<file path="src/rtl/sram_addr_gen.sv">
// sram_addr_gen: serial-loaded SRAM address register with increment and AVR/SNES bus mux
module sram_addr_gen (
    input  logic        avr_clk,
    input  logic        avr_reset_n,
    input  logic        avr_si,
    input  logic        avr_sreg_en_n,
    input  logic        avr_counter_n,
    input  logic        avr_oe_n,
    input  logic        avr_we_n,
    input  logic        avr_snes_mode,
    input  logic [23:0] snes_addr,
    input  logic        snes_rd_n,
    input  logic        snes_wr_n,
    output logic [23:0] sram_addr,
    output logic        sram_oe_n,
    output logic        sram_we_n,
    output logic        load_done,
    output logic        load_err,
    output logic        busy
);
    typedef enum logic {IDLE, SHIFT} state_t;
    state_t      state, state_nxt;
    logic [23:0] shadow, addr_reg;
    logic [4:0]  bit_cnt;
    logic        cnt_q, commit, inc_req;
    always_ff @(posedge avr_clk or negedge avr_reset_n)
        if (!avr_reset_n) state <= IDLE;
        else              state <= state_nxt;
    always_comb state_nxt = avr_sreg_en_n ? IDLE : SHIFT;
    always_comb begin
        busy      = state == SHIFT;
        commit    = busy && avr_sreg_en_n;
        inc_req   = cnt_q && !avr_counter_n;
        sram_addr = avr_snes_mode ? snes_addr : addr_reg;
        sram_oe_n = avr_snes_mode ? snes_rd_n : avr_oe_n;
        sram_we_n = avr_snes_mode ? (snes_wr_n | ~snes_rd_n) : (avr_we_n | ~avr_oe_n);
    end
    // Increments only apply in IDLE, so a request on the commit edge is dropped.
    always_ff @(posedge avr_clk or negedge avr_reset_n)
        if (!avr_reset_n) begin
            shadow    <= '0;
            bit_cnt   <= '0;
            addr_reg  <= '0;
            cnt_q     <= 1'b1;
            load_done <= 1'b0;
            load_err  <= 1'b0;
        end else begin
            cnt_q     <= avr_counter_n;
            load_done <= commit && bit_cnt == 5'd24;
            load_err  <= commit && bit_cnt != 5'd24;
            if (commit) begin
                bit_cnt <= '0;
                if (bit_cnt == 5'd24) addr_reg <= shadow;
            end else if (busy) begin
                shadow  <= {shadow[22:0], avr_si};
                bit_cnt <= bit_cnt == 5'd24 ? bit_cnt : bit_cnt + 5'd1;
            end else if (inc_req) begin
                addr_reg <= addr_reg + 24'd1;
            end
        end
endmodule

</file>
<file path="config.mk">
export PLATFORM = sky130hd
export DESIGN_NAME = sram_addr_gen
export DESIGN_NICKNAME = d
export VERILOG_FILES = /design/src/rtl/sram_addr_gen.sv
export SDC_FILE = /design/constraint.sdc
export NUM_CORES = 1
export LEC_CHECK = 0
export BUFFER_PORTS_ARGS = -buffer_cell sky130_fd_sc_hd__buf_2
export CAP_MARGIN = 0
export CORE_AREA = 2 2 76 78
export CTS_CLUSTER_DIAMETER = 50
export CTS_CLUSTER_SIZE = 40
export DETAILED_ROUTE_END_ITERATION = 7
export DIE_AREA = 0 0 78 80
export PLACE_DENSITY_LB_ADDON = 0.15
export SLEW_MARGIN = 40
export SYNTH_ARGS = -nofsm -noshare
export SYNTH_HDL_FRONTEND = slang
export SYNTH_SLANG_ARGS = --single-unit
export TNS_END_PERCENT = 5
</file>
<file path="constraint.sdc">
create_clock -name avr_clk -period 5.5 [get_ports avr_clk]
set_clock_uncertainty 0.2 [all_clocks]
set_input_delay 0.55 -clock avr_clk [delete_from_list [all_inputs] [get_ports avr_clk]]
set_output_delay 0.55 -clock avr_clk [all_outputs]
set_load 0.01 [all_outputs]
</file>
# ---- Word-level counts from Yosys, hierarchy flattened
# Index checks and enable logic that the tools add are counted.
dict set report word_totals {
  latch_bits 0
  romBits 0
  memories 0
  ff_bits 57
  ramBits 0
  wordCells 40
  out_inout_bits 29
}
dict set report op_classes {
  mul 0
  bitwise 5
  order_cmp 0
  addsub 2
  mux 11
  shifts 0
  div 0
  n_eq_ne 5
  reduce_logical 10
}
# operator n
set ops {}
lappend ops {{2-to-1 mux 24 bit} 5}
lappend ops {{adder 24 x 1 -> 24 bit, second input constant} 1}
lappend ops {{2-to-1 mux 5 bit} 3}
lappend ops {{adder 5 x 1 -> 5 bit, second input constant} 1}
lappend ops {{== test 5 bit, second input constant} 1}
lappend ops {{inequality test 5 bit, second input constant} 1}
lappend ops {{logical AND 1 bit} 4}
lappend ops {{inequality test 2 x 1 -> 1 bit, second input constant} 2}
lappend ops {{AND reduction 2 bit} 2}
lappend ops {{nonzero test 2 bit} 2}
lappend ops {{2-to-1 mux 1 bit} 3}
lappend ops {{inverter 1 bit} 3}
lappend ops {{AND reduction 3 bit} 1}
lappend ops {{inequality test 2 bit, second input constant} 1}
lappend ops {{OR 1 bit} 2}
lappend ops {{logical NOT 1 bit} 1}

# ---- Logic depth before layout (Yosys ltp)
# Gate-level depths: netlist of run 1.
dict set report logic_depth {
  word_depth 5
  mapped_depth 8
  mapped_depth_nobuf 7
}

# ---- Worst setup path after synthesis of run 1
# No wires, ideal clock.
dict set report synth_path {
  path_type {input to output}
  start {input avr_snes_mode}
  end {output sram_addr[0]}
  cell_stages 2
  setup_slack_ps 3480
  required_ps 4750
  arrival_ps 1270
  cell_sequence {clkbuf_1 mux2_2}
}
dict set report synth_via {
  elab_chain_len 1
}
# item line_no
set synth_rtl {}
lappend synth_rtl {{start, declared} 10} ;# input logic avr_snes_mode,
lappend synth_rtl {{2-to-1 mux 24 bit} 34} ;# sram_addr = avr_snes_mode ? snes_addr : addr_reg;
lappend synth_rtl {{end, declared} 14} ;# output logic [23:0] sram_addr,
# Every way passes these cells.

# ---- Worst setup path after layout of run 1
dict set report layout_path {
  start {register state, in the netlist busy}
  end {register addr_reg[0]}
}
dict set report layout_via {
  elab_chain_len 3
  elab_cells_between_ends 6
  cone_classes {eq/ne: 2; mux: 1; reduce/logical: 3}
}
# item line_no
set layout_rtl {}
lappend layout_rtl {{start, declared} 22} ;# state_t state, state_nxt;
lappend layout_rtl {{start signal, assigned} 28} ;# else state <= state_nxt;
lappend layout_rtl {{logical AND 1 bit} 32} ;# commit = busy && avr_sreg_en_n;
lappend layout_rtl {{inequality test 2 x 1 -> 1 bit (no line) or nonzero test 2 bit (tied branches)} -}
lappend layout_rtl {{AND reduction 3 bit (no line)} -}
lappend layout_rtl {{end signal, assigned} 53} ;# if (bit_cnt == 5'd24) addr_reg <= shadow;
lappend layout_rtl {{end signal, assigned} 58} ;# addr_reg <= addr_reg + 24'd1;
lappend layout_rtl {{end, declared} 23} ;# logic [23:0] shadow, addr_reg;
# Parallel ways exist; a longest one is shown, timed or not.
# A chain may end at the register's enable or synchronous reset.

==> results of run 1 <==
[stage by stage]
stage               hold WS [ns]  total power [mW]  utilization [%]  area, µm²  setup WS (ns)
floorplan                 0.0544             0.775                -       3120           3.48
global placement           0.293             0.867             63.8       3450           2.71
detailed placement         0.305             0.876             63.9       3450           2.59
CTS                        0.143              1.22             67.1       3630           2.77
global route               0.149              1.28             67.1       3630           2.54
finish                     0.152              1.21             67.1       3630           2.74
[cell usage after synthesis, drive strengths merged, types with 3 or more instances]
library cell / number / share of area (%)
nor3b: 4 / 1.1
dfrtp: 56 / 45
o31ai: 3 / 0.72
and3: 4 / 0.80
inv: 9 / 1.1
ha: 3 / 1.2
clkbuf: 7 / 0.84
o22ai: 9 / 1.8
nand2: 23 / 2.8
o21ai: 18 / 2.9
nor3: 11 / 1.9
a31oi: 4 / 0.80
and4: 6 / 1.7
mux2: 46 / 17
buf: 10 / 2.0
nand3: 15 / 2.4
nor2: 23 / 2.8
a21oi: 19 / 3.0
nand4: 5 / 1.0
and2: 6 / 1.2
[placed cells by master, fill, tap and decap left out, drive strengths merged, types with 2 or more instances in the layout]
master / count
a21boi: 2
a21oi: 19
a22oi: 2
a311oi: 2
a31oi: 4
and2: 6
and3: 4
and4: 6
buf: 64
clkbuf: 15
dfrtp: 56
ha: 3
inv: 9
mux2: 46
nand2: 23
nand3: 15
nand4: 5
nor2: 23
nor3: 11
nor3b: 4
o21ai: 18
o22ai: 9
o31ai: 3
o32ai: 2
[worst paths after layout]
| path | start | end | slack, ns |
|---|---|---|---|
| max | busy | addr_reg[0] | 2.74 |
| min | avr_counter_n | cnt_q | 0.15 |
| max reg2reg | busy | addr_reg[0] | 2.74 |
| min reg2reg | shadow[23] | shadow[23] | 0.31 |
| max in group asynchronous | avr_reset_n | shadow[0] | 4.47 |
| min in group asynchronous | avr_reset_n | shadow[18] | 0.17 |
[power groups by stage]
stage / clock [mW] / combinational [mW] / sequential (mW)
detailed placement: 0 / 0.263 / 0.613
global placement: 0 / 0.253 / 0.613
global route: 0.364 / 0.295 / 0.623
finish: 0.339 / 0.262 / 0.608
CTS: 0.346 / 0.264 / 0.606
floorplan: 0 / 0.195 / 0.580
[critical path, delay by kind of cell (launching register included)]
family / cells / cell delay, ns
and+or+nand+nor: 4 / 1.72
AOI/OAI and AO/OA: 1 / 0.24
DFF: 1 / 0.50
[layer usage]
| layer | share of wire, % | up-vias |
|---|---|---|
| li1 | - | 1270 |
| met1 | 44 | 1297 |
| met2 | 48 | 96 |
| met3 | 6.2 | 14 |
| met4 | 1.9 | 0 |
| met5 | 0 | - |
[logic make-up (layout without fill, tap and decap cells)]
logic type               after synthesis  after routing
XOR/XNOR                               1              1
AO/OA/AOI/OAI                         72             72
multiplexers                          46             46
buffers and inverters                 26             89
AND/OR/NAND/NOR                      105            105
flip-flops                            57             57
adder cells (fa/ha/maj)                3              3
[cell type report]
| class | count | area, µm² |
|---|---|---|
| Timing Repair Buffer | 64 | 325 |
| Sequential cell | 57 | 1430 |
| Inverter | 9 | 33.8 |
| Multi-Input combinational cell | 227 | 1580 |
| Clock buffer | 15 | 166 |
| Clock inverter | 1 | 5.00 |
| Tap cell | 72 | 90.1 |
| Fill cell | 428 | 1780 |
==> results_tabular.tex, run 1 <==
\begin{tabular}{lr}
\hline
Metric & Value \\
\hline
\multicolumn{2}{l}{\textbf{Yosys}} \\
Total nets after synthesis & 347 \\
Portion of netlist area occupied by mux cells & 16.6\% \\
Basic-gate share of the synthesized area counting and, or, nand and nor cells & 17.7\% \\
Count of different cell masters after synthesis & 51 \\
Share of the yosys chip area belonging to registers & 45.8\% \\
XOR/XNOR Fraction of Synth Area & 0.281\% \\
Synth Area in Compound Gates & 14.5\% \\
Average instance area after synthesis & 10.1 µm² \\
Gate Count Post-Synth & 310 \\
Main combinational cell family by area after synthesis & simple AND/OR/NAND/NOR gates \\
Adder-cell share of the synthesized area & 1.20\% \\
Synth Cell Area & 3120 µm² \\
Count of flip-flops with a built-in enable after synthesis & 0 \\
Most used flip-flop cell after synthesis & dfrtp\_1 \\
Share of flip-flops with an asynchronous set or reset after synthesis & 100\% \\
Flop and latch count out of synthesis & 57 \\
Yosys synthesis warning count & 0 \\
\multicolumn{2}{l}{\textbf{Final layout}} \\
Fraction of layout cells with a size suffix above 1 & 34.6\% \\
Final cell count without fillers & 445 \\
Nets & 405 \\
Antenna Diode Count & 0 \\
P\&R area growth vs syn & 16.3\% \\
\multicolumn{2}{l}{\textbf{Routing}} \\
Via density per instance & 6.02 \\
Via Count & 2677 \\
Antenna Violating Nets Remaining & 0 \\
Detailed Routing Iterations Pass 1 & 4 \\
Detail-routed net length per standard cell & 16.0 µm \\
Total Routed Length & 7120 µm \\
Number of DRC markers in iteration 0 & 163 \\
Drt drc & 0 \\
\multicolumn{2}{l}{\textbf{Place}} \\
Count of input and output buffers & 62 \\
Global placement routability congestion & 0.886 \\
Post-Place Cells & 429 \\
Post-DP HPWL & 4930 µm \\
\multicolumn{2}{l}{\textbf{Worst setup path}} \\
Count of cells along the worst register-to-register path & 5 \\
Critical path cell sequence & and2\_1 > nand2\_1 > nand2\_1 > nor2\_1 > a311oi\_1 \\
Critical path's largest stage delay & 0.64 ns \\
Critical path launch point type & flip-flop \\
Biggest fanout along the worst timing path & 19 \\
Endpoint kind of the worst setup timing path & flip-flop \\
Req. time, crit path & 5.52 ns \\
Critical-path cell with the highest stage delay & and2\_1 \\
Critical path data arrival time & 2.78 ns \\
Most frequent cell on the critical path & nand2\_1 \\
Kind of critical path & flip-flop to flip-flop \\
\multicolumn{2}{l}{\textbf{Clock tree}} \\
Post\_cts resized & 0 \\
Clock edge transition at the registers on the reported setup and hold paths & 0.06 ns \\
Root cell of the clock tree & clkbuf\_8 \\
Number of buffers added to fix hold violations after cts & 0 \\
Clock Sinks & 57 \\
H-tree lvl count & 3 \\
Skew-Pair Late Insertion Delay & 0.33 ns \\
CTS Buffer Depth & 2 \\
Clock tree from TritonCTS & yes \\
Number of clock buffers inserted by TritonCTS & 9 \\
Number of buffers inserted to repair setup after CTS & 0 \\
\multicolumn{2}{l}{\textbf{Timing}} \\
Count of endpoints failing hold in the final timing report & 0 \\
Slew at the pin with the worst max-slew slack & 0.742 ns \\
Final total negative setup slack & 0 ns \\
Final cycle utilization of the critical path & 50.1\% \\
Peak clock frequency supported by timing & 363 MHz \\
Count of pins over their slew limit & 0 \\
Setup repair after global routing missed its margin & false \\
Worst max-slew margin expressed relative to the limit & 50.3\% \\
Setup violations, final & 0 \\
Final worst path period need & 2.76 ns \\
\multicolumn{2}{l}{\textbf{Floorplan}} \\
Boundary Pins & 63 \\
Starting density of the core & 57.7\% \\
Core area & 5410 µm² \\
Die area & 6240 µm² \\
Width of the die & 78 µm \\
Chip height & 80 µm \\
\# rows & 27 \\
\multicolumn{2}{l}{\textbf{Global routing}} \\
Global routing's busiest layer & met2 \\
Number of antenna violations at the first check in global routing & 0 \\
Wire length of the first global-routing pass & 12000 µm \\
Overall track demand over capacity in global routing & 24.5\% \\
Met1 Track Usage GR & 32.3\% \\
Largest net degree at the start of global routing & 58 \\
Number of global-route vias before repair & 2557 \\
Overall overflow remaining after global route & 0 \\
Routing usage on met3 & 4.41\% \\
Routing usage on met2 & 40.1\% \\
\multicolumn{2}{l}{\textbf{Worst hold path}} \\
Instance count along the most critical hold path & 1 \\
Min-delay worst type & input pin to flip-flop \\
\multicolumn{2}{l}{\textbf{Pwr}} \\
Switching power & 373 µW \\
Power density over cell area & 334 nW/µm² \\
Internal power component & 836 µW \\
Portion of total power attributed to combinational logic & 21.7\% \\
Clock share of power & 28.0\% \\
Peak supply drop & 0.235 mV \\
Share of total power consumed by net switching & 30.9\% \\
Reg power frac & 50.3\% \\
Static leakage & 1.65 nW \\
\multicolumn{2}{l}{\textbf{Job}} \\
Max-capacitance violation count & 0 \\
\multicolumn{2}{l}{\textbf{Outcome}} \\
Outcome & finished, final reports clean \\
\hline
\end{tabular}
Note: power is estimated with default switching activity, not from simulation.
==> run 2: changes to the inputs <==
CORE_AREA = 2 2 79 81   (was 2 2 76 78)
DIE_AREA = 0 0 81 83   (was 0 0 78 80)
clock period = 2.7 ns   (was 5.5 ns; I/O delays follow)
==> run 2 against run 1 <==
Final cell count increased by 2.7%. Via count increased by 3.2%. Global-route usage decreased by 0.26 points. Die area increased by 7.7%. Worst hold slack improved by 0.081 ns. Clock-buffer cell count decreased by 1. Core utilization decreased by 3.0 points. Critical endpoint is now addr_reg[10]. Sequential power increased by 110%. Critical path depth increased by 1. Combinational power increased by 110%. Power increased by 110%.
==> results_tabular.tex, run 2 (synthesis gave the netlist of run 1 again) <==
\begin{tabular}{lr}
\hline
Metric & Value \\
\hline
\multicolumn{2}{l}{\textbf{Outcome}} \\
Outcome & finished, final reports clean \\
\multicolumn{2}{l}{\textbf{Worst setup path}} \\
Req. time, crit path & 2.71 ns \\
Kind of critical path & input pin to flip-flop \\
Biggest fanout along the worst timing path & 10 \\
Critical path launch point type & input pin \\
Critical path cell sequence & dlygate4sd3\_1 > buf\_2 > or3b\_1 > nand2\_1 > o21ai\_0 > a221o\_1 \\
Critical-path cell with the highest stage delay & dlygate4sd3\_1 \\
Critical path's largest stage delay & 0.54 ns \\
Endpoint kind of the worst setup timing path & flip-flop \\
Critical path data arrival time & 2.37 ns \\
\multicolumn{2}{l}{\textbf{Floorplan}} \\
Boundary Pins & 63 \\
Chip height & 83 µm \\
Core area & 5820 µm² \\
\# rows & 28 \\
Width of the die & 81 µm \\
Starting density of the core & 53.6\% \\
Die area & 6720 µm² \\
\multicolumn{2}{l}{\textbf{Timing}} \\
Final total negative setup slack & 0 ns \\
Count of pins over their slew limit & 0 \\
Final worst path period need & 2.36 ns \\
Setup repair after global routing missed its margin & false \\
Worst max-slew margin expressed relative to the limit & 57.6\% \\
Setup violations, final & 0 \\
Slew at the pin with the worst max-slew slack & 0.636 ns \\
Count of endpoints failing hold in the final timing report & 0 \\
Final cycle utilization of the critical path & 87.3\% \\
Peak clock frequency supported by timing & 424 MHz \\
\multicolumn{2}{l}{\textbf{Pwr}} \\
Peak supply drop & 0.378 mV \\
Power density over cell area & 668 nW/µm² \\
Static leakage & 1.70 nW \\
\multicolumn{2}{l}{\textbf{Place}} \\
Count of input and output buffers & 62 \\
Post-DP HPWL & 5310 µm \\
Total cell area at the placement stage & 3520 µm² \\
Global placement routability congestion & 0.836 \\
\multicolumn{2}{l}{\textbf{Final layout}} \\
Antenna Diode Count & 0 \\
P\&R area growth vs syn & 19.5\% \\
Top library cells by usage in the layout, fill and taps aside & buf\_2, dfrtp\_1, mux2\_2 \\
Fill cell total of the finished layout & 517 \\
Leading cell type in the layout, fill and taps excluded & buf\_2 \\
Sequential cell area in the final layout & 1430 µm² \\
Area of the multi-input gates & 1580 µm² \\
Nets & 416 \\
Post-route cell area & 3730 µm² \\
Fraction of layout cells with a size suffix above 1 & 35.1\% \\
\multicolumn{2}{l}{\textbf{Clock tree}} \\
Skew-Pair Late Insertion Delay & 0.33 ns \\
CTS Buffer Depth & 2 \\
Root cell of the clock tree & clkbuf\_8 \\
Clock Sinks & 57 \\
Post\_cts resized & 0 \\
Clock edge transition at the registers on the reported setup and hold paths & 0.06 ns \\
Number of clock buffers inserted by TritonCTS & 9 \\
H-tree lvl count & 3 \\
Clock tree from TritonCTS & yes \\
\multicolumn{2}{l}{\textbf{Routing}} \\
Drt drc & 0 \\
Via Count & 2764 \\
Total Routed Length & 7710 µm \\
Detailed Routing Iterations Pass 1 & 4 \\
Detail-routed net length per standard cell & 16.9 µm \\
Via density per instance & 6.05 \\
Number of DRC markers in iteration 0 & 183 \\
Antenna Violating Nets Remaining & 0 \\
\multicolumn{2}{l}{\textbf{Global routing}} \\
Wire length of the first global-routing pass & 12600 µm \\
Overall overflow remaining after global route & 0 \\
Number of antenna violations at the first check in global routing & 0 \\
Overall track demand over capacity in global routing & 24.3\% \\
Number of global-route vias before repair & 2607 \\
Largest net degree at the start of global routing & 37 \\
\multicolumn{2}{l}{\textbf{Worst hold path}} \\
Min-delay worst type & input pin to asynchronous set/reset pin \\
\multicolumn{2}{l}{\textbf{Job}} \\
Max-capacitance violation count & 0 \\
\hline
\end{tabular}
run 2: changes by cell type in the layout (fill, tap and decap cells not counted):
cell and delta:
buf_12 +1, buf_2 -1, buf_4 +7, clkbuf_1 -1
clkinv_2 -1, dlygate4sd3_1 +4, nand2_1 +1, nand2_2 -1
run 2: critical path: cells and delay by family:
family,cells,cell delay (ns)
and+or+nand+nor,2,0.93
AOI/OAI and AO/OA,2,0.48
buffers and inverters,2,0.69
run 2: area by class of cell:
cell class | instances | area share [%]
inverters | 9 | 0.907
repair buffers | 75 | 11.6
flip-flops and latches | 57 | 38.3
multi-input cells | 227 | 42.3
clock buffers | 14 | 4.37
well taps | 75 | 2.52
run 2: layer usage:
metal / vias to the layer above / wire length (µm) / global-route usage (%)
li1: 1293 / - / -
met1: 1350 / 3380 / 33.0
met2: 104 / 3630 / 37.0
met3: 17 / 539 / 6.85
met4: 0 / 161 / 8.47
met5: - / 0 / 0
run 2: worst paths after layout:
path                            slack [ns]           end           from  cells after the start
worst min-delay path                  0.23    shadow[22]    avr_reset_n                      2
worst max register to register        0.42  addr_reg[10]           busy                      4
max in group asynchronous             1.49   addr_reg[9]    avr_reset_n                      3
worst min register to register        0.32    bit_cnt[4]     bit_cnt[4]                      1
min in group avr_clk                  0.32    bit_cnt[4]     bit_cnt[4]                      1
worst max-delay path                  0.34  addr_reg[10]  avr_counter_n                      6
run 2: stage by stage:
step	power [mW]	worst slack (ns)	hold slack, ns	cells	util, %
CTS	2.50	0.388	0.320	457	64.0
finish	2.49	0.342	0.233	457	64.1
detailed placement	1.80	0.470	0.208	439	60.5
global placement	1.78	0.454	0.203	439	60.5
floorplan	1.58	0.683	-0.226	310	-
global route	2.64	0.243	0.288	457	64.1
run 2: where the power goes:
| part | internal (mW) | switching (mW) |
|---|---|---|
| Combinational | 0.292 | 0.260 |
| Sequential | 1.04 | 0.209 |
| Clock | 0.374 | 0.313 |
run 2: timing repair:
| item | in CTS | in global routing |
|---|---|---|
| hold buffers | 4 | 0 |
| hold endpoints to repair | 36 | 0 |
| setup buffers | 0 | 0 |
| endpoints found under the setup margin | 0 | 0 |
